==> src/rtl/int_seq.sv <==
// int_seq: interrupt/reset entry sequencer (RESET/NMI/IRQ/BRK push + vector fetch), ports CLK,RES,SYNC,BRK_REQ,NMI_N,IRQ_N,I_FLAG in; BUSY,DONE,SRC,WR,DB_OUT_SRC,AB_SEL,VEC_LO,S_DEC,PCL_LOAD,PCH_LOAD,P_SET_I,P_BREAK out
module int_seq #(
  parameter logic P_S_DEC_EN = 1'b1
) (
  input  logic       CLK,
  input  logic       RES,
  input  logic       SYNC,
  input  logic       BRK_REQ,
  input  logic       NMI_N,
  input  logic       IRQ_N,
  input  logic       I_FLAG,
  output logic       BUSY,
  output logic       DONE,
  output logic [1:0] SRC,
  output logic       WR,
  output logic [2:0] DB_OUT_SRC,
  output logic [1:0] AB_SEL,
  output logic [7:0] VEC_LO,
  output logic       S_DEC,
  output logic       PCL_LOAD,
  output logic       PCH_LOAD,
  output logic       P_SET_I,
  output logic       P_BREAK
);
  localparam logic [2:0] IDLE = 3'd0, RSTW = 3'd1, T1 = 3'd2, T2 = 3'd3,
                         T3 = 3'd4, T4 = 3'd5, T5 = 3'd6, T6 = 3'd7;
  logic [2:0] state;
  logic [1:0] src;
  logic       nmi_q, nmi_pend, brk_flag;
  logic       nmi_now, irq_ok, arb, hijack, commit, act, stk;
  logic [7:0] vec;
  assign nmi_now = nmi_pend | (nmi_q & ~NMI_N);
  assign irq_ok  = ~IRQ_N & ~I_FLAG;
  assign arb     = (state == IDLE) & SYNC & (nmi_now | BRK_REQ | irq_ok);
  assign hijack  = (state == T4) & (src == 2'd3) & nmi_now;
  assign commit  = (arb & nmi_now) | hijack;
  always_ff @(posedge CLK) begin
    if (RES) begin
      state    <= RSTW;
      nmi_q    <= 1'b1;
      nmi_pend <= 1'b0;
      brk_flag <= 1'b0;
      src      <= 2'd0;
    end else begin
      nmi_q    <= NMI_N;
      nmi_pend <= commit ? 1'b0 : nmi_now;
      case (state)
        IDLE: if (arb) begin
          state    <= T1;
          src      <= nmi_now ? 2'd2 : 2'd3;
          brk_flag <= ~nmi_now & BRK_REQ;
        end
        RSTW: begin
          state    <= T1;
          src      <= 2'd1;
          brk_flag <= 1'b0;
        end
        T4: begin
          state <= T5;
          if (hijack) src <= 2'd2;
        end
        T6: begin
          state <= IDLE;
          src   <= 2'd0;
        end
        default: state <= state + 3'd1;
      endcase
    end
  end
  // RES masks everything combinationally so outputs are quiet before the reset edge lands
  assign act        = ~RES;
  assign stk        = act & (state == T2 | state == T3 | state == T4);
  assign vec        = src == 2'd2 ? 8'hFA : src == 2'd1 ? 8'hFC : 8'hFE;
  assign BUSY       = RES | (state != IDLE);
  assign DONE       = act & (state == T6);
  assign SRC        = act ? src : 2'd0;
  assign WR         = stk & (src != 2'd1);
  assign DB_OUT_SRC = !stk ? 3'd0 : state == T2 ? 3'd6 : state == T3 ? 3'd5 : 3'd4;
  assign AB_SEL     = stk ? 2'd1 : act & (state == T5 | state == T6) ? 2'd2 : 2'd0;
  assign VEC_LO     = act & (state == T5) ? vec : act & (state == T6) ? (vec | 8'h01) : 8'h00;
  assign S_DEC      = stk & P_S_DEC_EN;
  assign PCL_LOAD   = act & (state == T5);
  assign PCH_LOAD   = act & (state == T6);
  assign P_SET_I    = act & (state == T5);
  assign P_BREAK    = act & (state == T4) & brk_flag;
endmodule

==> config.mk <==
export PLATFORM = sky130hd
export DESIGN_NAME = int_seq
export DESIGN_NICKNAME = d
export VERILOG_FILES = /design/src/rtl/int_seq.sv
export SDC_FILE = /design/constraint.sdc
export NUM_CORES = 1
export LEC_CHECK = 0
export ABC_AREA = 0
export BUFFER_PORTS_ARGS = -buffer_cell sky130_fd_sc_hd__buf_2
export CORE_MARGIN = 2
export CORE_UTILIZATION = 49
export CTS_CLUSTER_SIZE = 28
export DETAILED_ROUTE_END_ITERATION = 7
export GPL_TIMING_DRIVEN = 0
export PLACE_DENSITY = 0.82
export SLEW_MARGIN = 20
export SYNTH_ARGS = -nofsm -noshare
export SYNTH_HDL_FRONTEND = slang
export SYNTH_SLANG_ARGS = --single-unit
export TNS_END_PERCENT = 100
==> constraint.sdc <==
create_clock -name CLK -period 5.92 [get_ports CLK]
set_input_delay 0.888 -clock CLK [delete_from_list [all_inputs] [get_ports CLK]]
set_output_delay 0.888 -clock CLK [all_outputs]
set_load 0.01 [all_outputs]
==> metrics.txt <==
outcome=finished, final reports clean; Setup TNS=0 ps; RePlAce Congestion=0.871; WP data arrival=2260 ps; Clock Sinks=8; critical path data required time=~5000 ps; Via density=5.80; Hold Crit Depth=2; Die Wd=42.1 um; 1st-iter DRT viols=56; cell taking the most area after synthesis=dfxtp_1; Static Leak=0.500 nW; mapped cell area=between 700 and 800 um^2; DRT Pass-1 Iters=4; clk buf depth=2; dpl cells=132; largest net degree at the start of global routing=11; area grow syn2layout=26.2%; Root Driver=clkbuf_4; die boundary height=~42 um; RSZ-0062 raised after global routing=no; Max-Cap Viols=0; Worst Hold Class=register to register; Worst Hold Slack=522 ps; H-tree levels=1; kind of critical path=register to output port; Fin. Hold Viols=0; Worst Reg-to-Reg Cells=7; maximum VDD drop=0.191 mV; setup ws final=2770 ps; Slew Limit Fails=0; final WL=1.99 mm; post-CTS resize count=0; dpl ws=2880 ps; wire per inst=between 10 and 15 um; final count of negative-setup-slack endpoints=0; hpwl dp=1.51 mm; worst slew pin tran=702 ps; CTS Hold Buffers Added=0; Post-Syn Instances=between 80 and 90; sequential area share after synthesis=between 20% and 30%; setup bufs post-CTS=0; vias in the first global route=about 710; Final Cycle Share=53.2%; Critical Path Source Type=register; initial antenna violation count=0; row count=13; commonest non-fill, non-tap cell in the layout=buf_2; via count=a little under 800; Setup crit end kind=output port; yosys warns=0; syn_nets=101; Post-DRT Antenna Nets=0; layout cell share with drive strength beyond 1=around two fifths; CTS tree=done; CTS Buf Count=3; IO Pins=30; Residual DRC=0; clock slew at reported path FFs=60 ps; synthesized area per cell=8.08 um^2; Worst-Skew Late Latency=260 ps; post-synthesis register bit count=8; total gr overflow=0; worst rel slew slack=52.9%; Non-Filler Instances=135; # diodes=0; core area=about 1300 um^2; Global Route Usage Sum=between 20% and 30%; CP max FO=9; final-stage net count=135; die area=1770 um^2; Synth cell types=33; most frequent cells in the layout=29 x buf_2, 10 x nor2_1, 8 x inv_1, 8 x buf_4, 8 x dfxtp_1; leading post-synthesis cells by cell area=dfxtp_1 23%, ha_1 11%, buf_4 8.5%; top cell type's share of synthesized area=22.5%; first-pass GRT wire length=3.09 mm; post-layout power=303 uW; Tmin final=3150 ps; top achievable clock speed=317 MHz; Pwr Density=338 nW/um^2; Clock Skew=6.81 ps; # port buffers=29; Initial Utilization=53.3%
-- layout make-up --
class	count	area, um^2
flip-flops and latches	8	160
multi-input cells	61	449
repair buffers	29	145
plain buffers	11	71.3
inverters	8	30.0
clock buffers	3	22.5
well taps	15	18.8
fillers	116	437
-- path summary, 6_finish.rpt --
path / slack, ps / from / to
worst max register to register: 3520 / state[0] / src[0]
worst min-delay path: 520 / src[1] / src[1]
worst max-delay path: 2770 / state[0] / DB_OUT_SRC[1]
worst min register to register: 520 / src[1] / src[1]
-- registers in the layout, indices dropped and copies added, names as in the netlist --
name,count
src,2
state,3
nmi_pend,1
nmi_q,1
brk_flag,1
-- cell families after synthesis --
logic type | after synthesis | share of synthesized area, %
buffers and inverters | 19 | 14.3
adder cells (fa/ha/maj) | 6 | 10.6
AND/OR/NAND/NOR | 34 | 26.6
multiplexers | 2 | 3.52
flip-flops | 8 | 22.5
AO/OA/AOI/OAI | 19 | 22.5
-- per-stage QoR --
stage | cell area [um^2] | util (%)
3_3_place_gp | 875 | 65.6
4_1_cts | 897 | 67.3
3_5_place_dp | 875 | 65.6
5_1_grt | 897 | 67.3
2_1_floorplan | 711 | -
6_report | 897 | 67.3
-- power by group --
group	leakage, nW	internal [mW]	switching [mW]
Combinational	0.420	0.0761	0.0997
Clock	0.0138	0.0233	0.0200
Sequential	0.0663	0.0687	0.0152
-- critical path, stage by stage (launching register included) --
cell	delay, ps
dfxtp_1	320
clkbuf_1	220
inv_1	130
ha_1	280
nor2_1	100
a211oi_1	630
and2_1	210
buf_2	120
-- layer usage --
layer | track usage [%] | vias to the layer above | routed length, um
met1 | 23.2 | 358 | 717
met2 | 41.6 | 44 | 1070
li1 | - | 367 | -
met5 | 0 | - | 0
met3 | 6.47 | 14 | 128
met4 | 11.3 | 0 | 78
-- synthesized netlist by cell type, drive strengths merged --
cell and count:
a2111oi 1, a211o 1, a21oi 5, o31ai 1
and3 2, o211ai 2, clkbuf 3, nor2 10
o32ai 1, or2 1, or4b 1, o21ai 1
a32oi 1, nand3 2, nand2b 3, nor2b 5
buf 8, a221oi 1, and3b 2, o31a 1
nor3 5, mux2i 1, o221a 1, a211oi 1
nand2 1, ha 6, and2 2, a31oi 1
dfxtp 8, mux2 1, a21boi 1, inv 8
No activity file was read; power rests on OpenSTA's default activity.
